**config.mk**
```make
export PLATFORM = sky130hd
export DESIGN_NAME = ex_stage
export DESIGN_NICKNAME = d
export VERILOG_FILES = /design/src/rtl/ex_stage.sv
export SDC_FILE = /design/constraint.sdc
export NUM_CORES = 1
export LEC_CHECK = 0
export ABC_AREA = 0
export CORE_ASPECT_RATIO = 1.1
export CORE_MARGIN = 1
export CORE_UTILIZATION = 30
export CTS_CLUSTER_SIZE = 40
export DETAILED_ROUTE_END_ITERATION = 8
export GPL_TIMING_DRIVEN = 0
export SYNTH_ARGS = -nofsm -noshare
export SYNTH_HDL_FRONTEND = slang
export SYNTH_SLANG_ARGS = --single-unit
```
**constraint.sdc**
```tcl
create_clock -name clk -period 23.9 [get_ports clk]
set_input_delay 7.17 -clock clk [delete_from_list [all_inputs] [get_ports clk]]
set_output_delay 7.17 -clock clk [all_outputs]
set_load 0.005 [all_outputs]
```
**src/rtl/ex_stage.sv**
```systemverilog
// ex_stage: MIPS-style execute stage with an EX/MEM pipeline latch and an
// iterative (one bit per cycle) multiply/divide unit that owns HI/LO.
// While a multiply/divide is in flight the stage raises Stall and pushes
// bubbles into the EX/MEM latch; the held instruction commits once on DONE.
module ex_stage #(
    parameter int MD_ITERS = 32
) (
    input  logic        clk,
    input  logic        reset,
    input  logic [31:0] ReadData1,
    input  logic [31:0] ReadData2,
    input  logic [31:0] SignExtImm,
    input  logic [31:0] PCPlus4,
    input  logic [4:0]  Rt,
    input  logic [4:0]  Rd,
    input  logic [5:0]  Funct,
    input  logic [1:0]  ALUOp,
    input  logic        ALUSrc,
    input  logic        RegDst,
    input  logic [1:0]  WBControl_in,
    input  logic        MemWrite_in,
    input  logic        MemRead_in,
    input  logic        Branch_in,
    output logic [31:0] ALUResult_out,
    output logic [31:0] WriteData_out,
    output logic [31:0] BranchTarget_out,
    output logic [4:0]  WriteReg_out,
    output logic [1:0]  WBControl_out,
    output logic        MemWrite_out,
    output logic        MemRead_out,
    output logic        Branch_out,
    output logic        Zero_out,
    output logic        Stall
);

    localparam int CNT_W = $clog2(MD_ITERS);
    localparam logic [CNT_W-1:0] CNT_LOAD = CNT_W'(MD_ITERS - 1);

    localparam logic [5:0] F_ADD  = 6'b100000;
    localparam logic [5:0] F_SUB  = 6'b100010;
    localparam logic [5:0] F_AND  = 6'b100100;
    localparam logic [5:0] F_OR   = 6'b100101;
    localparam logic [5:0] F_NOR  = 6'b100111;
    localparam logic [5:0] F_SLT  = 6'b101010;
    localparam logic [5:0] F_MFHI = 6'b010000;
    localparam logic [5:0] F_MFLO = 6'b010010;

    typedef enum logic [1:0] {
        S_IDLE = 2'd0,
        S_BUSY = 2'd1,
        S_DONE = 2'd2
    } state_t;

    // Two's-complement magnitude of v when it is a signed operand.
    function automatic logic [31:0] mag32(input logic [31:0] v, input logic sgn);
        return (sgn && v[31]) ? (~v + 32'd1) : v;
    endfunction

    // One shift-add multiply step. w = {partial product high, multiplier / product low}.
    function automatic logic [63:0] mul_step(input logic [63:0] w, input logic [31:0] m);
        logic [32:0] sum;
        sum = {1'b0, w[63:32]} + (w[0] ? {1'b0, m} : 33'd0);
        return {sum, w[31:1]};
    endfunction

    // One restoring-divide step. w = {partial remainder, dividend / quotient}.
    // The partial remainder is always below the divisor, so the trial
    // difference fits in 33 bits; a zero divisor is patched up at commit.
    function automatic logic [63:0] div_step(input logic [63:0] w, input logic [31:0] d);
        logic [32:0] sh;
        logic [32:0] trial;
        sh    = w[63:31];
        trial = sh - {1'b0, d};
        if (trial[32]) begin
            return {sh[31:0], w[30:0], 1'b0};
        end
        return {trial[31:0], w[30:0], 1'b1};
    endfunction

    // Apply result signs and the divide-by-zero convention; returns {HI, LO}.
    function automatic logic [63:0] md_result(input logic [63:0] w, input logic is_div,
                                              input logic neg, input logic rneg,
                                              input logic dvz, input logic [31:0] dvd);
        logic [31:0] q;
        logic [31:0] r;
        if (!is_div) begin
            return neg ? (~w + 64'd1) : w;
        end
        if (dvz) begin
            return {dvd, 32'hFFFF_FFFF};
        end
        q = neg  ? (~w[31:0]  + 32'd1) : w[31:0];
        r = rneg ? (~w[63:32] + 32'd1) : w[63:32];
        return {r, q};
    endfunction

    // Control state
    state_t            state_q, state_d;
    logic [CNT_W-1:0]  cnt_q, cnt_d;
    logic [31:0]       hi_q, hi_d;
    logic [31:0]       lo_q, lo_d;

    // Multiply/divide working state (meaningful only while BUSY)
    logic [63:0]       work_q, work_d;
    logic [31:0]       mcand_q, mcand_d;
    logic [31:0]       dvd_q, dvd_d;
    logic              is_div_q, is_div_d;
    logic              neg_q, neg_d;
    logic              rneg_q, rneg_d;
    logic              dvz_q, dvz_d;

    // EX/MEM latch
    logic [31:0]       alu_result_q, alu_result_d;
    logic [31:0]       write_data_q, write_data_d;
    logic [31:0]       branch_target_q, branch_target_d;
    logic [4:0]        write_reg_q, write_reg_d;
    logic [1:0]        wb_ctrl_q, wb_ctrl_d;
    logic              mem_write_q, mem_write_d;
    logic              mem_read_q, mem_read_d;
    logic              branch_q, branch_d;
    logic              zero_q, zero_d;

    logic [31:0]        op_b;
    logic signed [31:0] op_a_s;
    logic signed [31:0] op_b_s;
    logic [31:0]        alu_res;
    logic               is_muldiv;
    logic               md_sgn;
    logic               stall;
    logic               start;
    logic [63:0]        w_step;

    assign op_b      = ALUSrc ? SignExtImm : ReadData2;
    assign op_a_s    = ReadData1;
    assign op_b_s    = op_b;
    assign is_muldiv = (ALUOp == 2'b10) && (Funct[5:2] == 4'b0110);
    assign md_sgn    = ~Funct[0];
    assign Stall     = stall;

    // ALU operation decode and evaluation; mfhi/mflo read committed HI/LO.
    always_comb begin
        alu_res = '0;
        case (ALUOp)
            2'b00: alu_res = ReadData1 + op_b;
            2'b01: alu_res = ReadData1 - op_b;
            2'b10: begin
                case (Funct)
                    F_ADD:   alu_res = ReadData1 + op_b;
                    F_SUB:   alu_res = ReadData1 - op_b;
                    F_AND:   alu_res = ReadData1 & op_b;
                    F_OR:    alu_res = ReadData1 | op_b;
                    F_NOR:   alu_res = ~(ReadData1 | op_b);
                    F_SLT:   alu_res = {31'd0, (op_a_s < op_b_s)};
                    F_MFHI:  alu_res = hi_q;
                    F_MFLO:  alu_res = lo_q;
                    default: alu_res = '0;
                endcase
            end
            default: alu_res = '0;
        endcase
    end

    // Multiply/divide sequencer: next state, stall and start strobe.
    always_comb begin
        state_d = state_q;
        stall   = 1'b0;
        start   = 1'b0;
        case (state_q)
            S_IDLE: begin
                if (is_muldiv) begin
                    stall   = 1'b1;
                    start   = 1'b1;
                    state_d = S_BUSY;
                end
            end
            S_BUSY: begin
                stall = 1'b1;
                if (cnt_q == '0) begin
                    state_d = S_DONE;
                end
            end
            S_DONE:  state_d = S_IDLE;
            default: state_d = S_IDLE;
        endcase
    end

    // Sequencer state register.
    always_ff @(posedge clk or posedge reset) begin
        if (reset) begin
            state_q <= S_IDLE;
        end else begin
            state_q <= state_d;
        end
    end

    // Multiply/divide datapath: operand capture on start, one step per BUSY cycle,
    // HI/LO commit on the final step.
    always_comb begin
        cnt_d    = cnt_q;
        hi_d     = hi_q;
        lo_d     = lo_q;
        work_d   = work_q;
        mcand_d  = mcand_q;
        dvd_d    = dvd_q;
        is_div_d = is_div_q;
        neg_d    = neg_q;
        rneg_d   = rneg_q;
        dvz_d    = dvz_q;
        w_step   = is_div_q ? div_step(work_q, mcand_q) : mul_step(work_q, mcand_q);
        if (start) begin
            cnt_d    = CNT_LOAD;
            is_div_d = Funct[1];
            neg_d    = md_sgn & (ReadData1[31] ^ ReadData2[31]);
            rneg_d   = md_sgn & ReadData1[31];
            dvz_d    = (ReadData2 == 32'd0);
            dvd_d    = ReadData1;
            mcand_d  = mag32(ReadData2, md_sgn);
            work_d   = {32'd0, mag32(ReadData1, md_sgn)};
        end else if (state_q == S_BUSY) begin
            work_d = w_step;
            cnt_d  = cnt_q - CNT_W'(1);
            if (cnt_q == '0) begin
                {hi_d, lo_d} = md_result(w_step, is_div_q, neg_q, rneg_q, dvz_q, dvd_q);
            end
        end
    end

    // Architectural HI/LO and iteration counter.
    always_ff @(posedge clk or posedge reset) begin
        if (reset) begin
            cnt_q <= '0;
            hi_q  <= '0;
            lo_q  <= '0;
        end else begin
            cnt_q <= cnt_d;
            hi_q  <= hi_d;
            lo_q  <= lo_d;
        end
    end

    // Working registers; only read after a start has loaded them.
    always_ff @(posedge clk) begin
        work_q   <= work_d;
        mcand_q  <= mcand_d;
        dvd_q    <= dvd_d;
        is_div_q <= is_div_d;
        neg_q    <= neg_d;
        rneg_q   <= rneg_d;
        dvz_q    <= dvz_d;
    end

    // EX/MEM latch inputs: this cycle's results, control squashed to a bubble on stall.
    always_comb begin
        alu_result_d    = alu_res;
        zero_d          = (alu_res == 32'd0);
        write_data_d    = ReadData2;
        branch_target_d = PCPlus4 + {SignExtImm[29:0], 2'b00};
        write_reg_d     = RegDst ? Rd : Rt;
        wb_ctrl_d       = WBControl_in;
        mem_write_d     = MemWrite_in;
        mem_read_d      = MemRead_in;
        branch_d        = Branch_in;
        if (stall) begin
            wb_ctrl_d   = 2'b00;
            mem_write_d = 1'b0;
            mem_read_d  = 1'b0;
            branch_d    = 1'b0;
        end
    end

    // EX/MEM latch register.
    always_ff @(posedge clk or posedge reset) begin
        if (reset) begin
            alu_result_q    <= '0;
            write_data_q    <= '0;
            branch_target_q <= '0;
            write_reg_q     <= '0;
            wb_ctrl_q       <= '0;
            mem_write_q     <= 1'b0;
            mem_read_q      <= 1'b0;
            branch_q        <= 1'b0;
            zero_q          <= 1'b0;
        end else begin
            alu_result_q    <= alu_result_d;
            write_data_q    <= write_data_d;
            branch_target_q <= branch_target_d;
            write_reg_q     <= write_reg_d;
            wb_ctrl_q       <= wb_ctrl_d;
            mem_write_q     <= mem_write_d;
            mem_read_q      <= mem_read_d;
            branch_q        <= branch_d;
            zero_q          <= zero_d;
        end
    end

    assign ALUResult_out    = alu_result_q;
    assign WriteData_out    = write_data_q;
    assign BranchTarget_out = branch_target_q;
    assign WriteReg_out     = write_reg_q;
    assign WBControl_out    = wb_ctrl_q;
    assign MemWrite_out     = mem_write_q;
    assign MemRead_out      = mem_read_q;
    assign Branch_out       = branch_q;
    assign Zero_out         = zero_q;

endmodule

```
### Yosys cells after proc, flatten, opt, wreduce, memory -nomap -nowiden

Cells that the tools add are included.

| cells by class | value |
|---|---|
| $add $sub $neg | 11 |
| order comparisons | 1 |
| equal/unequal tests | 14 |
| mux-type cells | 41 |
| bitwise operators | 13 |
| reduce and logical (&&, ||, !) cells | 11 |

Operators by type and width:

| operator | count |
|---|---|
| two-way mux 64 bit | 8 |
| two-way mux 32 bit | 8 |
| one-hot mux 32 bit (8 select lines) | 1 |
| inverter 32 bit | 5 |
| adder 32 x 1 -> 32 bit (second input constant) | 4 |
| one-hot mux 32 bit (3 select lines) | 1 |
| adder 32 bit | 2 |
| adder 64 x 1 -> 64 bit (second input constant) | 1 |
| logical NOT 32 bit | 2 |
| inverter 64 bit | 1 |
| equality test 6 bit (second input constant) | 6 |
| adder 32 x 32 -> 33 bit | 1 |
| subtractor 33 x 32 -> 33 bit | 1 |
| bitwise AND 32 bit | 1 |
| < comparator 32 bit | 1 |
| bitwise OR 32 bit | 1 |
| subtractor 32 bit | 1 |
| two-way mux 1 bit | 15 |
| two-way mux 5 bit | 3 |
| equality test 6 x 5 -> 1 bit (second input constant) | 2 |
| two-way mux 2 bit | 3 |
| logical NOT 5 bit | 1 |
| subtractor 5 x 1 -> 5 bit (second input constant) | 1 |
| equality test 2 x 1 -> 1 bit (second input constant) | 2 |
| 13 further kinds | 19 |

| storage, ports and cells | value |
|---|---|
| register bits | 310 |
| input bits | 155 |
| logic and storage cells | 112 |

### Logic depth before layout (Yosys ltp)

Gate-level depths: netlist of run 1.

| logic depth | value |
|---|---|
| depth after elaboration | 11 |
| mapped depth | 25 |
| mapped depth without buffers | 23 |

### Worst setup path before layout of run 1

OpenSTA, ideal clock, no wires.

| timing path | value |
|---|---|
| path type | input-to-output |
| start point | input port ALUOp[1] |
| end point | output port Stall |
| arrival time | 15491 ps |
| required time | 16730 ps |
| setup slack | 1239 ps |
| stages on the path | 7 |
| buffers on the path | 3 |
| path through | clkbuf_1 > nand2_1 > nor4b_1 > nor2_1 > clkbuf_1 > clkbuf_1 > inv_1 |

| between the ends | value |
|---|---|
| cells in the longest elaborated chain, start to end | 4 |

Ends and longest elaborated chain:

| element | RTL line | RTL |
|---|---|---|
| from (decl) | 17 | `input logic [1:0] ALUOp,` |
| equality test 2 bit | 136 | `assign is_muldiv = (ALUOp == 2'b10) && (Funct[5:2] == 4'b0110);` |
| logical AND 1 bit | 136 |  |
| two-way mux 1 bit | 170 | `if (is_muldiv) begin` |
| one-hot mux 1 bit (2 select lines) | 168 | `case (state_q)` |
| to (decl) | 33 | `output logic Stall` |

Every way passes these cells.

### Worst setup path in the final report of run 1

| timing path | value |
|---|---|
| start point | input port ALUOp[0] |
| end point | output port Stall |

The elaborated chain is that of the path after synthesis.

==> insert_results.sql, run 1 <==
INSERT INTO impl_metrics (metric_group, metric, value, unit) VALUES
('outcome', 'run_status', 'completed', ''),
('clock_network', 'post_cts_resized', '0', ''),
('global_route', 'antenna_found_initial', '4', ''),
('clock_network', 'cts.path.max_buffers', '3', ''),
('cells_and_area', 'drive_gt1_share', '5.287', '%'),
('synthesis', 'synth-async-reset-ratio', '57.42', '%'),
('synthesis', 'synth_fa_ha_area_share', '10.54', '%'),
('synthesis', 'postSynthNetCount', '3536', ''),
('synthesis', 'synthFlopType', 'dfrtp_1', ''),
('critical_path', 'worstReg2RegStart', 'is_div_q', ''),
('synthesis', 'synth_top_family_by_area', 'compound AO/OA/AOI/OAI gates', ''),
('timing', 'timing.setup.tns', '0', 'ns'),
('critical_path', 'sort_of_element_at_the_end_of_the_critical_path', 'output port', ''),
('drt', 'detail_route.wl_per_cell', '24.79', 'µm'),
('critical_path', 'cp.arrival', '10.92', 'ns'),
('timing', 'fin_crit', '18.09', 'ns'),
('clock_network', 'cts_inserted_buffers', '39', ''),
('pwr', 'total_power_consumption_of_the_routed_design', '3.170', 'mW'),
('synthesis', 'synth.area.mux_share', '5.215', '%'),
('critical_path', 'critical_path.cell_chain', 'clkdlybuf4s50_1, inv_1, nand2_1, nor4b_2, buf_4, buf_4, nor2_1, clkbuf_1, clkbuf_1, inv_1, clkdlybuf4s50_1', ''),
('pwr', 'leakage', '13.13', 'nW'),
('synthesis', 'share_of_the_synthesized_area_in_compound_gates_ao_oa_aoi_oai', '23.96', '%'),
('global_route', 'grt-ovfl-total', '0', ''),
('global_route', 'first_global_vias', '25550', ''),
('drt', 'drt_iter0_markers', '2655', ''),
('placed_design', 'port-buffer-count', '259', ''),
('timing', 'achievable_frequency', '55.29', 'MHz'),
('critical_path', 'critical-path-slowest-cell', 'nor4b_2', ''),
('pwr', 'ir_drop_worst_case_vdd', '51.96', 'µV'),
('die', 'row_count', '114', ''),
('synthesis', 'synth_simple_gate_area_share', '17.62', '%'),
('clock_network', 'post_cts.repair.setup_buffers', '0', ''),
('timing', 'timing.slew.headroom', '9.131', '%'),
('drt', 'via_count', '26470', ''),
('placed_design', 'post-dp-hpwl', '93110', 'µm'),
('synthesis', 'synth.yosys.warnings', '0', ''),
('critical_path', 'crit_path_max_incr_delay', '0.94', 'ns'),
('drt', 'average_via_count_per_standard_cell', '5.679', ''),
('drt', 'drt_wl_total', '115600', 'µm'),
('synthesis', 'synthDominantCellAreaShare', '16.68', '%'),
('synthesis', 'netlist.top_cell.by_area', 'dfrtp_1', ''),
('synthesis', 'post_synth.cell_area_avg', '8.453', 'µm²'),
('timing', 'worst_pin_slew', '1.355', 'ns'),
('clock_network', 'clock_pin_slew_worst_setup_and_hold_paths', '0.06', 'ns'),
('min_path', 'min-delay-path-class', 'register to register', ''),
('global_route', 'grt_first_pass_wirelength', '168200', 'µm'),
('synthesis', 'yosys.cell_types.count', '96', ''),
('global_route', 'grtUsageTotal', '24.99', '%'),
('clock_network', 'clock_sinks', '310', ''),
('synthesis', 'synth_top_cells_by_area', 'dfrtp_1 (17%), edfxtp_1 (11%), ha_1 (10%), xnor2_1 (5.1%), a21oi_1 (4.6%)', ''),
('die', 'height_of_the_die', '314.9', 'µm'),
('timing', 'maxSlewViolCount', '0', ''),
('timing', 'finalClockSkew', '0.02867', 'ns'),
('die', 'die_width', '286.5', 'µm'),
('cells_and_area', 'layout.cells.most_common_list', 'nor2_1 (286), clkdlybuf4s50_1 (259), a21oi_1 (244), nand2_1 (226), ha_1 (217)', ''),
('critical_path', 'start_kind', 'primary input', ''),
('cells_and_area', 'finish.net_count', '3845', ''),
('global_route', 'grt_start_max_net_pins', '97', ''),
('critical_path', 'setup.worst_path.start', 'ALUOp[0]', ''),
('placed_design', 'dpl-instance-area', '0.03085', 'mm²'),
('clock_network', 'cts_tree', 'yes', ''),
('synthesis', 'seq_area_frac_synth', '30.33', '%'),
('timing', 'finalCritPeriodShare', '75.68', '%'),
('cells_and_area', 'final_layout_fill_cell_count', '9104', ''),
('die', 'starting_density_of_the_core', '30.34', '%'),
('die', 'core_area', '0.08801', 'mm²'),
('drt', 'drc', '0', ''),
('drt', 'dr.pass1.iters', '6', ''),
('timing', 'final-hold-violation-count', '0', ''),
('critical_path', 'path_class', 'primary input to output port', ''),
('clock_network', 'clock_latency_of_the_later_clocked_register_in_the_worst_skew_pair', '0.60', 'ns');
## per-stage QoR
| stage | std cells | hold slack [ns] | utilization (%) | worst slack (ns) |
|---|---|---|---|---|
| after global routing | 4661 | 0.5494 | 36.53 | 5.582 |
| after floorplan | 3159 | 0.4419 | - | 1.239 |
| after CTS | 4659 | 0.4951 | 36.51 | 5.794 |
| final | 4661 | 0.5016 | 36.53 | 5.813 |
| after detailed placement | 4587 | 0.4762 | 35.06 | 5.797 |
| after global placement | 4578 | 0.4772 | 34.94 | -4.027 |
## registers in the layout, summed over array words and instances (netlist names), 5 cells and up
| signal | cells |
|---|---|
| work_q | 64 |
| mcand_q | 32 |
| lo_q | 32 |
| BranchTarget_out | 32 |
| dvd_q | 32 |
| WriteReg_out | 5 |
| cnt_q | 5 |
| WriteData_out | 32 |
| hi_q | 32 |
| ALUResult_out | 32 |
## power breakdown
| group | total [mW] | leakage (nW) | internal, mW | switching, mW |
|---|---|---|---|---|
| Sequential | 0.823 | 3.35 | 0.697 | 0.126 |
| Combinational | 1.74 | 9.15 | 0.656 | 1.08 |
| Clock | 0.607 | 0.623 | 0.342 | 0.265 |
## Yosys cell counts (32+ instances only)
master	n
xnor2_1	156
nand4_1	38
nand2_1	226
mux2i_1	102
a211oi_1	52
nand3_1	49
o31ai_1	51
dfrtp_1	178
xor2_1	63
a31oi_1	58
edfxtp_1	100
nor3_1	67
a21o_1	61
inv_1	183
dfxtp_1	32
nor2_1	286
a21oi_1	244
nand2b_1	35
o22ai_1	43
clkbuf_1	126
and2_1	51
mux2_2	33
ha_1	217
o21ai_0	167
## final timing paths
kind | end | slack [ns] | depth (start not counted)
setup reg to reg | hi_q[28] | 14.39 | 21
max in group asynchronous | hi_q[5] | 15.80 | 3
hold / removal | hi_q[4] | 0.50 | 2
min in group asynchronous | WriteData_out[11] | 7.13 | 2
hold reg to reg | hi_q[4] | 0.50 | 2
setup / recovery | Stall | 5.81 | 11
## worst max-delay path: cells and delay by family
family | cells | cell delay [ns]
AND/OR/NAND/NOR | 3 | 1.18
buffers and inverters | 8 | 2.56
## cells by family after synthesis
family,count (synthesis)
xor gates and xnor gates,219
buffers and inverters,357
adders and majority gates,222
DFF,310
muxes,135
AOI/OAI and AO/OA,964
and+or+nand+nor,952
## layer usage
metal,vias up,GRT usage (%),routed length [µm]
met2,1260,39.75,52300
met4,2,17.77,9007
li1,12210,-,-
met3,286,3.415,7776
met5,-,0,17
met1,12710,31.10,46460
## final cells by class
type                    instances  area [µm²]  share of cell area (%)
well taps                    1160        1451                   4.515
repair buffers                268        2680                   8.338
clock buffers                  49        1107                   3.445
multi-input cells            2492       17250                   53.66
flip-flops and latches        310        8098                   25.19
clock inverters                23       171.4                  0.5333
plain buffers                 173       685.7                   2.133
diodes                          2       5.005                 0.01557
inverters                     184       698.2                   2.172
Note: power is estimated with default switching activity, not from simulation.
==> run 2, diff against run 1 <==
==> constraint.sdc (replaced) <==
create_clock -name clk -period 14.5 [get_ports clk]
set_input_delay 4.35 -clock clk [delete_from_list [all_inputs] [get_ports clk]]
set_output_delay 4.35 -clock clk [all_outputs]
set_load 0.005 [all_outputs]
==> run 2 against run 1 <==
- setup slack worse by 3.2 ns
- register-to-register slack worse by 9.6 ns
- non-clock buffer count fell by 2
- worst hold slack about the same
- final cell count decreased by 0.11%
- sequential share of layout area is essentially flat
- via count down 0.83%
- combinational power is 66% higher
==> insert_results.sql, run 2 (synthesized netlist as in run 1, its figures left out) <==
INSERT INTO impl_metrics (metric_group, metric, value, unit) VALUES
('outcome', 'run_status', 'completed', ''),
('clock_network', 'cts_tree', 'yes', ''),
('critical_path', 'r2r_setup_slack', '4.83', 'ns'),
('die', 'starting_density_of_the_core', '30.34', '%'),
('critical_path', 'worst-endpoint-required', '10.15', 'ns'),
('clock_network', 'cts_inserted_buffers', '38', ''),
('clock_network', 'cts.path.max_buffers', '3', ''),
('drt', 'drt_iter0_markers', '2520', ''),
('clock_network', 'clock_sinks', '310', ''),
('timing', 'final-hold-violation-count', '0', ''),
('timing', 'achievable_frequency', '83.97', 'MHz'),
('min_path', 'min_path_cells', '2', ''),
('clock_network', 'holdBufCountCts', '0', ''),
('min_path', 'min-delay-path-class', 'register to register', ''),
('critical_path', 'timing.reg2reg.worst_path_depth', '21', ''),
('drt', 'drt_wl_total', '116100', 'µm'),
('die', 'die_width', '286.5', 'µm'),
('clock_network', 'post_cts.repair.setup_buffers', '0', ''),
('global_route', 'grt-ovfl-total', '0', ''),
('timing', 'timing.slew.headroom', '6.045', '%'),
('timing', 'finalClockSkew', '0.01762', 'ns'),
('cells_and_area', 'mostFrequentLayoutCell', 'nor2_1', ''),
('clock_network', 'post_cts_resized', '0', ''),
('timing', 'maxSlewViolCount', '0', ''),
('min_path', 'holdCritStartpoint', 'hi_q[3]', ''),
('global_route', 'antenna_found_initial', '3', ''),
('critical_path', 'crit_fanout', '14', ''),
('cells_and_area', 'areaGrowthSynthToFinish', '20.34', '%'),
('die', 'design.portCount', '263', ''),
('drt', 'drc', '0', ''),
('clock_network', 'clock_tree.root_cell', 'clkbuf_16', ''),
('drt', 'detail_route.wl_per_cell', '24.93', 'µm'),
('die', 'row_count', '114', ''),
('critical_path', 'worstReg2RegStart', 'is_div_q', ''),
('global_route', 'first_global_vias', '25430', ''),
('cells_and_area', 'biggest_register', 'work_q', ''),
('die', 'core_area', '0.08801', 'mm²'),
('timing', 'finalCritPeriodShare', '82.13', '%'),
('critical_path', 'sort_of_element_at_the_end_of_the_critical_path', 'output port', ''),
('placed_design', 'placement.setup.worst_slack', '2.413', 'ns'),
('timing', 'worst_pin_slew', '1.397', 'ns'),
('drt', 'via_count', '26250', ''),
('cells_and_area', 'flip_flop_count_of_the_largest_register_all_copies_and_words_added', '64', ''),
('placed_design', 'post-dp-hpwl', '93660', 'µm'),
('pwr', 'power-per-cell-area', '162.4', 'mW/mm²'),
('pwr', 'ir_drop_worst_case_vdd', '94.07', 'µV'),
('global_route', 'grtUsageTotal', '25.07', '%'),
('cells_and_area', 'layout.cells.most_common_list', 'nor2_1 (286), clkdlybuf4s50_1 (259), a21oi_1 (244), nand2_1 (226), ha_1 (217)', ''),
('min_path', 'hold_path_sink', 'hi_q[3]', ''),
('cells_and_area', 'drive_gt1_share', '5.207', '%'),
('die', 'floorplan.die_area', '0.09020', 'mm²'),
('cells_and_area', 'post-route-util', '36.51', '%'),
('critical_path', 'start_kind', 'primary input', ''),
('pwr', 'leakage', '13.11', 'nW'),
('cells_and_area', 'final_cell_area', '0.03213', 'mm²'),
('timing', 'setup_repair_after_global_routing_missed_its_margin', 'no', ''),
('placed_design', 'dpl-instance-area', '0.03087', 'mm²'),
('global_route', 'grt_first_pass_wirelength', '169200', 'µm'),
('job', 'maxCapViolCount', '0', ''),
('timing', 'fin_crit', '11.91', 'ns'),
('global_route', 'grt_start_max_net_pins', '95', ''),
('critical_path', 'regToRegEndpoint', 'hi_q[28]', ''),
('critical_path', 'path_class', 'primary input to output port', ''),
('drt', 'dr.pass1.iters', '6', ''),
('timing', 'setup_viol', '0', ''),
('cells_and_area', 'finish.net_count', '3842', ''),
('clock_network', 'clock_latency_of_the_later_clocked_register_in_the_worst_skew_pair', '0.61', 'ns'),
('clock_network', 'clock_pin_slew_worst_setup_and_hold_paths', '0.06', 'ns'),
('drt', 'antenna_left', '0', ''),
('timing', 'final.setup.worst_slack', '2.591', 'ns'),
('drt', 'average_via_count_per_standard_cell', '5.637', ''),
('clock_network', 'cts_h_tree_lvls', '2', ''),
('critical_path', 'cp.arrival', '7.56', 'ns'),
('placed_design', 'finalWeightedCongestion', '1.002', ''),
('placed_design', 'port-buffer-count', '259', ''),
('die', 'height_of_the_die', '314.9', 'µm');
==> run 2: changes by cell type in the layout (fill, tap and decap cells not counted), moves of 2 or more <==
cell	previous run	this run
clkbuf_16	42	39
clkinv_1	6	3
buf_4	8	0
clkinv_4	1	5
buf_6	1	6
clkinv_2	7	3
clkbuf_1	130	132
==> run 2: how the worst max path moves through the flow <==
| stage | start | end | slack, ns | cells after the start |
|---|---|---|---|---|
| 2_1_floorplan | ALUOp[1] | Stall | 0.83 | 7 |
| 3_3_place_gp | ALUOp[0] | Stall | -2.75 | 9 |
| 3_5_place_dp | ALUSrc | Zero_out | 2.41 | 18 |
| 4_1_cts | ALUOp[0] | Stall | 2.60 | 11 |
| 5_1_grt | ALUOp[0] | Stall | 2.45 | 11 |
| 6_report | ALUOp[0] | Stall | 2.59 | 11 |
==> run 2: metal layers <==
metal / wire [µm] / GRT usage (%) / vias to the layer above
li1: - / - / 12180
met1: 47530 / 31.44 / 12740
met2: 53620 / 40.66 / 1082
met3: 7111 / 3.198 / 243
met4: 7817 / 15.87 / 0
met5: 0 / 0 / -
==> run 2: area by class of cell <==
type	instances	area (µm²)
Antenna cell	1	2.502
Buffer	173	685.7
Clock buffer	49	1054
Clock inverter	21	206.4
Fill cell	9014	55870
Inverter	184	698.2
Multi-Input combinational cell	2492	17260
Sequential cell	310	8098
Tap cell	1160	1451
Timing Repair Buffer	266	2681
==> run 2: through the flow <==
stage | power (mW) | instances | TNS (ns) | hold slack [ns]
5_1_grt | 5.489 | 4656 | 0 | 0.5314
3_5_place_dp | 4.165 | 4585 | 0 | 0.4740
3_3_place_gp | 4.155 | 4578 | -2.748 | 0.4801
2_1_floorplan | 3.154 | 3159 | 0 | 0.4419
6_report | 5.219 | 4656 | 0 | 0.5014
4_1_cts | 5.174 | 4655 | 0 | 0.5045
==> run 2: power breakdown <==
group | total (mW) | internal, mW | switching [mW]
Clock | 0.990 | 0.557 | 0.433
Combinational | 2.88 | 1.08 | 1.80
Sequential | 1.35 | 1.15 | 0.201
==> run 2: worst max-delay path, stage by stage <==
cell	delay, ns
clkdlybuf4s50_1	0.57
inv_1	0.16
nand2_1	0.18
nor4b_4	0.44
buf_6	0.25
buf_6	0.22
nor2_1	0.07
clkbuf_1	0.28
clkbuf_1	0.38
inv_1	0.12
clkdlybuf4s50_1	0.50
